`src/rtl/conv1_pkg.sv`:
```
// Shared types and widths for the 5-tap 1-D convolution controller.
package conv1_pkg;
    localparam int TAPS = 5;
    localparam int XW   = 8;
    localparam int WW   = 8;
    localparam int PW   = 16;

    typedef enum logic [2:0] {
        IDLE,
        LOADW,
        STREAM,
        DRAIN,
        DONE
    } state_t;
endpackage

```
`src/rtl/conv1_vdly.sv`:
```
// Valid delay line: din reappears on dout LAT cycles later; cleared by reset.
module conv1_vdly #(
    parameter int LAT = 5
) (
    input  logic iCLK,
    input  logic iRSTn,
    input  logic din,
    output logic dout
);
    logic [LAT-1:0] vld_pipe;
    logic [LAT:0]   vld_nxt;

    assign vld_nxt = {vld_pipe, din};
    assign dout    = vld_pipe[LAT-1];

    always_ff @(posedge iCLK) begin
        if (!iRSTn) vld_pipe <= '0;
        else        vld_pipe <= vld_nxt[LAT-1:0];
    end
endmodule

```
`src/rtl/conv1_ctrl.sv`:
```
// Run controller for a 5-tap 1-D convolution datapath: weight load, sample
// streaming with gap detection, result qualification and run bookkeeping.
module conv1_ctrl
    import conv1_pkg::*;
#(
    parameter int LEN = 32,
    parameter int LAT = 5
) (
    input  logic                 iCLK,
    input  logic                 iRSTn,
    input  logic                 iStart,
    output logic                 oBusy,
    output logic                 oDone,
    output logic                 oErr,
    input  logic                 iWValid,
    input  logic signed [WW-1:0] iWData,
    output logic signed [WW-1:0] oW1,
    output logic signed [WW-1:0] oW2,
    output logic signed [WW-1:0] oW3,
    output logic signed [WW-1:0] oW4,
    output logic signed [WW-1:0] oW5,
    input  logic                 iXValid,
    input  logic signed [XW-1:0] iXData,
    input  logic signed [PW-1:0] iPsumData,
    output logic                 oXReady,
    output logic signed [XW-1:0] oX,
    output logic signed [PW-1:0] oPsum,
    input  logic signed [PW-1:0] iYData,
    output logic                 oYValid,
    output logic signed [PW-1:0] oYData,
    output logic [7:0]           oYCnt
);
    state_t state, nstate;

    logic [TAPS-1:0][WW-1:0] w;
    logic [2:0]              wcnt;
    logic [7:0]              xcnt;
    logic [7:0]              dcnt;
    logic                    xfer, gap, accept, xv, ydv;

    assign oW1 = w[0];
    assign oW2 = w[1];
    assign oW3 = w[2];
    assign oW4 = w[3];
    assign oW5 = w[4];

    assign accept = (state == IDLE) && iStart;
    assign xfer   = oXReady && iXValid;
    // Waiting before the first sample is legal; a hole after it breaks the window.
    assign gap    = oXReady && !iXValid && (xcnt != 8'd0);

    always_ff @(posedge iCLK) begin
        if (!iRSTn) state <= IDLE;
        else        state <= nstate;
    end

    always_comb begin
        nstate  = state;
        oBusy   = 1'b1;
        oDone   = 1'b0;
        oXReady = 1'b0;
        case (state)
            IDLE: begin
                oBusy = 1'b0;
                if (iStart) nstate = LOADW;
            end
            LOADW: begin
                if (iWValid && wcnt == 3'(TAPS-1)) nstate = STREAM;
            end
            STREAM: begin
                oXReady = 1'b1;
                if (!iXValid && xcnt != 8'd0)            nstate = DRAIN;
                else if (iXValid && xcnt == 8'(LEN-1))   nstate = DRAIN;
            end
            DRAIN: begin
                if (dcnt == 8'(LAT)) nstate = DONE;
            end
            DONE: begin
                oDone  = 1'b1;
                nstate = IDLE;
            end
            default: nstate = IDLE;
        endcase
    end

    always_ff @(posedge iCLK) begin
        if (!iRSTn) begin
            w       <= '0;
            wcnt    <= '0;
            xcnt    <= '0;
            dcnt    <= '0;
            oX      <= '0;
            oPsum   <= '0;
            xv      <= 1'b0;
            oYValid <= 1'b0;
            oYData  <= '0;
            oYCnt   <= '0;
            oErr    <= 1'b0;
        end else begin
            if (state == LOADW && iWValid) begin
                w[wcnt] <= iWData;
                wcnt    <= (wcnt == 3'(TAPS-1)) ? 3'd0 : wcnt + 3'd1;
            end

            if (accept)    xcnt <= '0;
            else if (xfer) xcnt <= xcnt + 8'd1;

            dcnt <= (state == DRAIN) ? dcnt + 8'd1 : 8'd0;

            oX    <= xfer ? iXData    : '0;
            oPsum <= xfer ? iPsumData : '0;
            // Only full windows (5th sample onward) produce a result.
            xv    <= xfer && (xcnt >= 8'(TAPS-1));

            oYValid <= ydv;
            oYData  <= ydv ? iYData : '0;

            if (accept)                       oYCnt <= '0;
            else if (ydv && oYCnt != 8'hFF)   oYCnt <= oYCnt + 8'd1;

            if (accept)   oErr <= 1'b0;
            else if (gap) oErr <= 1'b1;
        end
    end

    conv1_vdly #(.LAT(LAT)) u_vdly (
        .iCLK  (iCLK),
        .iRSTn (iRSTn),
        .din   (xv),
        .dout  (ydv)
    );
endmodule

```
`config.mk`:
```
export PLATFORM = sky130hd
export DESIGN_NAME = conv1_ctrl
export DESIGN_NICKNAME = d
export VERILOG_FILES = /design/src/rtl/conv1_pkg.sv /design/src/rtl/conv1_vdly.sv /design/src/rtl/conv1_ctrl.sv
export SDC_FILE = /design/constraint.sdc
export NUM_CORES = 1
export LEC_CHECK = 0
export ABC_AREA = 1
export BUFFER_PORTS_ARGS = -buffer_cell sky130_fd_sc_hd__buf_2
export CAP_MARGIN = 20
export CORE_MARGIN = 3
export CORE_UTILIZATION = 38
export CTS_CLUSTER_SIZE = 24
export DETAILED_ROUTE_END_ITERATION = 10
export PLACE_DENSITY = 0.75
export SLEW_MARGIN = 20
export SYNTH_ARGS = -nofsm -noshare
export SYNTH_HDL_FRONTEND = slang
export SYNTH_SLANG_ARGS = --single-unit
```
`constraint.sdc`:
```
create_clock -name iCLK -period 1.5 [get_ports iCLK]
set_input_delay 0.3 -clock iCLK [delete_from_list [all_inputs] [get_ports iCLK]]
set_output_delay 0.3 -clock iCLK [all_outputs]
set_load 0.01 [all_outputs]
```
# Word-level counts from Yosys, hierarchy flattened
# Index checks and enable logic that the tools add are counted.
[word_totals] regBits=118 input_bits=53 out_inout_bits=93 word_cells=69
[op_classes] add_sub_neg=4 magnitude_cmp=3 n_eq_ne=12 muxes=13 bitwise=1 reduce_logical=19
[op_table] cell="bitwise mux 40 bit" n=1
[op_table] cell="adder 8 x 1 -> 8 bit, second input constant" n=3
[op_table] cell="demux 8 bit (select 3 bit)" n=1
[op_table] cell="2-to-1 mux 3 bit" n=6
[op_table] cell="one-hot mux 3 bit (4 select lines)" n=1
[op_table] cell="logical AND 1 bit" n=11
[op_table] cell="equality test 8 x 3 -> 1 bit, second input constant" n=1
[op_table] cell="equality test 8 x 5 -> 1 bit, second input constant" n=1
[op_table] cell=">= comparator 8 x 3 -> 1 bit, second input constant" n=1
[op_table] cell="2-to-1 mux 8 bit" n=1
[op_table] cell="!= test 8 bit, second input constant" n=1
[op_table] cell="nonzero test 8 bit" n=1
[op_table] cell="equality test 3 x 2 -> 1 bit, second input constant" n=2
[op_table] cell="equality test 3 bit, second input constant" n=2
[op_table] cell="!= test 2 bit, second input constant" n=3
[op_table] cell="AND reduction 2 bit" n=3
[op_table] cell="< comparator 3 x 4 -> 1 bit, second input constant" n=1
[op_table] cell="AND reduction 4 bit" n=1
[op_table] cell="adder 3 x 1 -> 3 bit, second input constant" n=1
[op_table] cell="equality test 3 x 1 -> 1 bit, second input constant" n=1
[op_table] cell=">= comparator 3 x 1 -> 1 bit, second input constant" n=1
[op_table] cell="logical NOT 3 bit" n=1
[op_table] cell="2-to-1 mux 1 bit" n=3
[op_table] cell="!= test 3 bit, second input constant" n=1
[op_table] cell="3 further kinds" n=3

# Longest topological paths before layout
# Gate-level depths: netlist of run 1.
[logic_depth] ltp_word=5 depth_mapped=11 ltp_nobuf=11

# Modules after synthesis
# From an unflattened synthesis of run 1, not the netlist that was laid out.
[unflattened] cells_unflattened=560 area_unflattened_um2=4375.4
[modules_own_cells] mod="conv1_ctrl" instances=1 cells_per_inst=545 area_each_um2=4237.8
[modules_own_cells] mod="conv1_vdly" instances=1 cells_per_inst=15 area_each_um2=137.6

# Worst setup path before layout of run 1
# Ideal clock, no wire load.
[synth_path] kind="reg-to-reg" start="register oYCnt[0]" end="register oYCnt[5]" arrival_time_ps=1372 t_required_ps=1378 path_slack_ps=6 stages_incl_launch_ff=7 synth_period_minus_slack_ps=1494 cell_sequence="dfxtp_1 -> ha_1 -> nand2_1 -> nor3_1 -> a21boi_1 -> o21ai_0 -> a21oi_1"
[synth_via] elab_chain_len=2 elab_cells_between_ends=3 cone_classes="add/sub (1); eq/ne (1); reduce/logical (1)"
[synth_rtl] element="start, declared" line_no="conv1_ctrl.sv:31" source="output logic [7:0] oYCnt"
[synth_rtl] element="start signal, assigned" line_no="conv1_ctrl.sv:119" source="else if (ydv && oYCnt != 8'hFF) oYCnt <= oYCnt + 8'd1;"
[synth_rtl] element="parallel branches: the longest is 2 deep, another holds adder 8 x 1 -> 8 bit"
# Several ways; the timed one is not identified.
# A chain may end at the register's enable or synchronous reset.

# Worst setup path in the final report of run 1
[layout_path] start="register state[1]" end="output oDone"
[layout_via] elab_chain_len=2
[layout_rtl] element="start, declared" line_no="conv1_ctrl.sv:33" source="state_t state, nstate;"
[layout_rtl] element="start signal, assigned" line_no="conv1_ctrl.sv:54" source="else state <= nstate;"
[layout_rtl] element="equality test 3 bit" line_no="conv1_ctrl.sv:62" source="case (state)"
[layout_rtl] element="2-to-1 mux 1 bit" line_no="conv1_ctrl.sv:62"
[layout_rtl] element="end, declared" line_no="conv1_ctrl.sv:13" source="output logic oDone,"
# No other way between the ends.

==> impl_metrics.tcl, run 1 <==
set metrics [dict create \
    synthMuxAreaShare 0 \
    drive_gt1_frac 0.325 \
    avgSynthCellArea_um2 8.00 \
    path_clk_slew_ps 60 \
    layout_commonest_cell "buf_2" \
    pwr_density_cell_nw_per_um2 1490 \
    portBuffers 145 \
    synth_enable_flop_cells 0 \
    final_cell_mix "buf_2 (143), dfxtp_1 (114), inv_1 (85)" \
    htree_levels 4 \
    worstMarginPinSlew_ps 261 \
    mappedNetlistNets 607 \
    postPlaceCellArea_um2 5410 \
    irDropWorstVdd_mv 0.866 \
    fin_nets 785 \
    antenna_cells 0 \
    synth-main-ff-cell "dfxtp_1" \
    cts_buffers 17 \
    drtPass1Iterations 4 \
    globalplace.congestion 0.813 \
    setup.worst_path.class "reg -> out" \
    stdcell_area_um2 6180 \
    holdWs_ps 109 \
    finalSetupTns_ps 0 \
    syn_inst 547 \
    synthAdderAreaFrac 0.0200 \
    numClockSinks 118 \
    grt_start_max_net_pins 28 \
    fin_crit_ps 1500 \
    synth_compound_area_frac 0.112 \
    skew_ps 6.93 \
    maxCapViolations 0 \
    ff2ff_setup_slack_ps 80 \
    synth_seq_cells 118 \
    setup_viol 0 \
    slew_headroom 0.824 \
    initial_core_util 0.397 \
    fmax_ghz 0.668 \
    pre_cts_ws_ps 31.6 \
    fp-row-count 38 \
    hpwl_mm 7.39 \
    grt_antenna_before_repair 0 \
    status "complete, no violations" \
    crit_path_max_fanout 3 \
    start_kind "register" \
    setup_ws_ps 3.68 \
    cp.arrival_ps 1200 \
    synthesis.area_um2 4380 \
    clockBufferDepth 2 \
    die_y_um 113 \
    cts-root-buf "clkbuf_16" \
    area_growth_pct 41.3 \
    io_pins 146 \
    fin_crit_sh 0.998 \
    n_fill_cell 995 \
    synth_top_family_by_area "simple AND/OR/NAND/NOR gates" \
    post_drt_wl_per_cell_um 11.8 \
    synth_cell_types 28 \
    synth-seq-area-share 0.540 \
    num_vias 4003 \
    cts_tree "yes" \
    drc 0 \
    hp-class "in -> reg" \
    drt_iter0_markers 287 \
    p_leak_nw 3.10 \
    setup.worst_path.end_class "output pin" \
    grt_use_total 0.160 \
    grt_pass1_vias 3804 \
    drv_slew 0 \
    die_w_um 113 \
    dp_cells 841 \
    dieArea_um2 12800 \
    synth-xor-area-share 0.0160 \
    finalHoldViolCount 0 \
    yosysWarningCount 0 \
    instances_no_fill 878 \
    routed_wl_mm 10.3 \
    core_um2 11000 \
    insertion_delay_ps 400 \
    async_flop_share 0 \
    yosys.area_share.simple 0.217 \
    vias_per_cell 4.56 \
    ant_nets 0 \
    worstPathRequired_ps 1200 \
    rsz0062_at_grt "yes" \
    grt_pass1_wl_mm 16.9 \
    grt-ovfl-total 0 \
]
## final timing paths
kind	start	cells past startpoint	to
worst max register to register	state[1]	7	oW4[3]
worst min-delay path	iYData[11]	3	oYData[11]
worst max-delay path	state[1]	3	oDone
worst min register to register	u_vdly.vld_pipe[0]	2	u_vdly.vld_pipe[1]
## through the flow
stage          utilization  power, mW
6_report             0.560       9.23
5_1_grt              0.560       9.63
4_1_cts              0.552       9.12
3_5_place_dp         0.490       4.72
3_3_place_gp         0.490       4.70
2_1_floorplan            -       4.23
## where the power goes
part / switching, mW / total [mW] / internal (mW)
Combinational: 0.894 / 1.52 / 0.624
Clock: 1.39 / 4.30 / 2.91
Sequential: 0.100 / 3.41 / 3.31
## sequential cells by signal (all words and copies together), names as in the netlist
signal,flops
oW4,8
xv,1
wcnt,3
oW2,8
oYValid,1
oW3,8
oErr,1
oPsum,16
oX,8
oYCnt,8
u_vdly.vld_pipe,5
dcnt,8
oW1,8
oYData,16
oW5,8
xcnt,8
state,3
## critical path, cell delays in order, from the launching register on
cell and delay (ps):
dfxtp_2 330, buf_6 130, nor3_4 180, buf_2 170
## routing by layer
metal | global-route usage | routed length (µm)
met1 | 0.188 | 4460
met3 | 0.0604 | 885
met2 | 0.265 | 4840
met5 | 0 | 0
met4 | 0.0625 | 133
## synth_stat cells, types with 3 or more instances
cell type	instances	area share
inv_1	87	0.075
nand3_1	28	0.032
buf_2	6	0.0069
nand2_1	86	0.074
xor2_1	7	0.014
nand2_2	3	0.0043
nor2_4	4	0.010
ha_1	7	0.020
a21oi_1	58	0.066
nor3_1	8	0.0092
nor2_1	77	0.066
inv_2	3	0.0026
nor3_4	3	0.011
clkbuf_1	5	0.0043
o21ai_0	32	0.037
dfxtp_1	118	0.54
## cell type report
cell class | count | area [µm²] | share of cell area
clock inverters | 11 | 173 | 0.0279
flip-flops and latches | 118 | 2370 | 0.384
repair buffers | 172 | 982 | 0.159
multi-input cells | 325 | 1670 | 0.269
inverters | 91 | 344 | 0.0557
clock buffers | 21 | 470 | 0.0761
well taps | 140 | 175 | 0.0283
## cells by family (layout without fill, tap and decap cells)
logic type / Yosys count / in the layout
AND/OR/NAND/NOR: 214 / 214
flip-flops: 118 / 118
buffers and inverters: 104 / 295
AO/OA/AOI/OAI: 96 / 96
XOR/XNOR: 8 / 8
adder cells (fa/ha/maj): 7 / 7
## what timing repair did
item,CTS,global route
hold buffers,0,0
gates resized for setup,11,20
pin swaps,3,7
hold endpoints to repair,0,0
endpoints found under the setup margin,3,37
buffers inserted,0,5
(Power assumes the default switching activity.)
==> run 2, diff against run 1 <==
--- a/config.mk
+++ b/config.mk
@@ -17,3 +17,4 @@
 export SYNTH_ARGS = -nofsm -noshare
 export SYNTH_HDL_FRONTEND = slang
+export SYNTH_HIERARCHICAL = 1
 export SYNTH_SLANG_ARGS = --single-unit
==> constraint.sdc (replaced) <==
create_clock -name iCLK -period 1.5 [get_ports iCLK]
set_input_delay 0.225 -clock iCLK [delete_from_list [all_inputs] [get_ports iCLK]]
set_output_delay 0.225 -clock iCLK [all_outputs]
set_load 0.01 [all_outputs]
==> impl_metrics.tcl, run 2 <==
set metrics [dict create \
    p_int_mw 6.66 \
    crit_path_max_fanout 5 \
    p_leak_nw 3.07 \
    avgSynthCellArea_um2 7.81 \
    path_clk_slew_ps 50 \
    initial_core_util 0.397 \
    maxCapViolations 0 \
    die_y_um 113 \
    grt_start_max_net_pins 30 \
    grt_antenna_before_repair 0 \
    syn_inst 560 \
    portBuffers 145 \
    min-delay-start "iYData[13]" \
    synth_area_leaders "dfxtp_1 (54%), nor2_1 (11%), nand2_1 (6.8%), inv_1 (6.2%), a21oi_1 (4.2%)" \
    final_cell_mix "buf_2 (145), nor2_1 (121), dfxtp_1 (115)" \
    cts_buffers 17 \
    num_vias 3994 \
    finalHoldViolCount 0 \
    worstPathRequired_ps 1270 \
    min_to "oYData[13]" \
    area_growth_pct 38.9 \
    drc 0 \
    r2r-start "state[0]" \
    worstMarginPinSlew_ps 388 \
    clkPwrFrac 0.467 \
    dieArea_um2 12800 \
    synth_enable_flop_cells 0 \
    layout_commonest_cell "buf_2" \
    synth_top_area_frac 0.540 \
    setup.worst_path.end_class "output pin" \
    cp.arrival_ps 1200 \
    pwr_density_cell_nw_per_um2 1490 \
    synth_common_cells "nor2_1 (126), dfxtp_1 (118), nand2_1 (79)" \
    async_flop_share 0 \
    fin_nets 795 \
    drt_iter0_markers 255 \
    slew_headroom 0.739 \
    sw_frac_of_total 0.263 \
    rr_endpoint "oW3[5]" \
    drtPass1Iterations 4 \
    hp-class "in -> reg" \
    holdBufCountCts 0 \
    mappedNetlistNets 620 \
    core_um2 11000 \
    final_util 0.551 \
    fmax_ghz 0.701 \
    start_kind "register" \
    die_w_um 113 \
    skew_ps 11.6 \
    htree_levels 4 \
    setup.worst_path.class "reg -> out" \
    drive_gt1_frac 0.317 \
    antenna_cells 0 \
    irDropWorstVdd_mv 0.795 \
    status "complete, no violations" \
    yosysWarningCount 6 \
    fp-row-count 38 \
    fin_crit_sh 0.952 \
    p_switching_mw 2.38 \
    grt_use_total 0.164 \
    globalplace.congestion 0.841 \
    grt_pass1_wl_mm 16.8 \
    ant_nets 0 \
    cts-root-buf "clkbuf_16" \
    setup_viol 0 \
    insertion_delay_ps 410 \
    numClockSinks 118 \
    synth_top_area_cell "dfxtp_1" \
    post_drt_wl_per_cell_um 11.9 \
    hpwl_mm 7.46 \
    vias_per_cell 4.50 \
    synth_seq_cells 118 \
    synth-seq-area-share 0.540 \
    synthesis.area_um2 4380 \
    p_seq_frac 0.377 \
    pre_cts_ws_ps 69.0 \
    r2r_cells 7 \
    power_frac_comb 0.156 \
    holdPathStages 3 \
    clockBufferDepth 2 \
    setup_ws_ps 72.6 \
    io_pins 146 \
    ff2ff_setup_slack_ps 90 \
    synth-main-ff-cell "dfxtp_1" \
    grt-ovfl-total 0 \
    drv_slew 0 \
    synth_cell_types 32 \
    routed_wl_mm 10.5 \
    yosysMostFrequentCell "nor2_1" \
    top_regs "oPsum (16), oYData (16)" \
    cts_tree "yes" \
    grt_pass1_vias 3690 \
    fin_crit_ps 1430 \
]
## run 2: critical path, cell delays in order, from the launching register on
cell     delay (ps)
dfxtp_4         360
nor2_4          150
nand2_4         100
inv_1            80
buf_2           120
## run 2: worst max-delay path by stage
stage                        start  endpoint  slack [ps]  depth (start not counted)
after floorplan            wcnt[0]  state[0]          50                         10
after global placement    oYCnt[1]  oYCnt[2]         100                          8
after detailed placement  oYCnt[1]  oYCnt[2]          70                          8
after CTS                 state[0]    oW4[7]           7                          8
after global routing      state[0]    oW3[7]         -30                          7
final                     state[0]   oXReady          70                          4
## run 2: kinds of logic (layout without fill, tap and decap cells)
group | after synthesis | after routing | share of synthesized area
flip-flops | 118 | 118 | 0.540
AO/OA/AOI/OAI | 76 | 76 | 0.0881
adder cells (fa/ha/maj) | 7 | 7 | 0.0200
XOR/XNOR | 2 | 2 | 0.00400
buffers and inverters | 95 | 282 | 0.0838
AND/OR/NAND/NOR | 262 | 262 | 0.264
## run 2: timing repair
action / CTS / global route
gates resized for setup: 2 / 18
setup buffers: 0 / 5
pin swaps: 0 / 6
endpoints found under the setup margin: 1 / 35
## run 2: power groups by stage
stage | combinational [mW] | clock [mW] | sequential [mW]
detailed placement | 1.28 | 0 | 3.45
finish | 1.41 | 4.22 | 3.41
floorplan | 0.751 | 0 | 3.52
CTS | 1.31 | 4.31 | 3.40
global route | 1.59 | 4.44 | 3.42
global placement | 1.27 | 0 | 3.45
## run 2: metrics by stage
stage	instances	setup TNS (ps)	power, mW	hold slack [ps]	instance area [µm²]
finish	887	0	9.04	31.7	6080
global route	887	-77.5	9.45	10.9	6080
CTS	882	0	9.02	14.2	5990
detailed placement	851	0	4.73	403	5360
global placement	851	0	4.72	391	5360
floorplan	560	0	4.28	318	4380
## run 2: layer usage
layer	global-route usage	vias to the layer above	share of wire
met2	0.260	129	0.45
met5	0	-	0
met1	0.198	1748	0.45
met4	0.0793	0	0.014
met3	0.0610	12	0.082
li1	-	2105	-
## run 2: layout make-up
class                      instances  area (µm²)
sequential                       118        2370
timing repair buffer             166         903
clock buffer                      19         443
fill                            1006        4950
clock inverter                    12         178
inverter                          85         325
tap                              140         175
multi-input combinational        347        1690
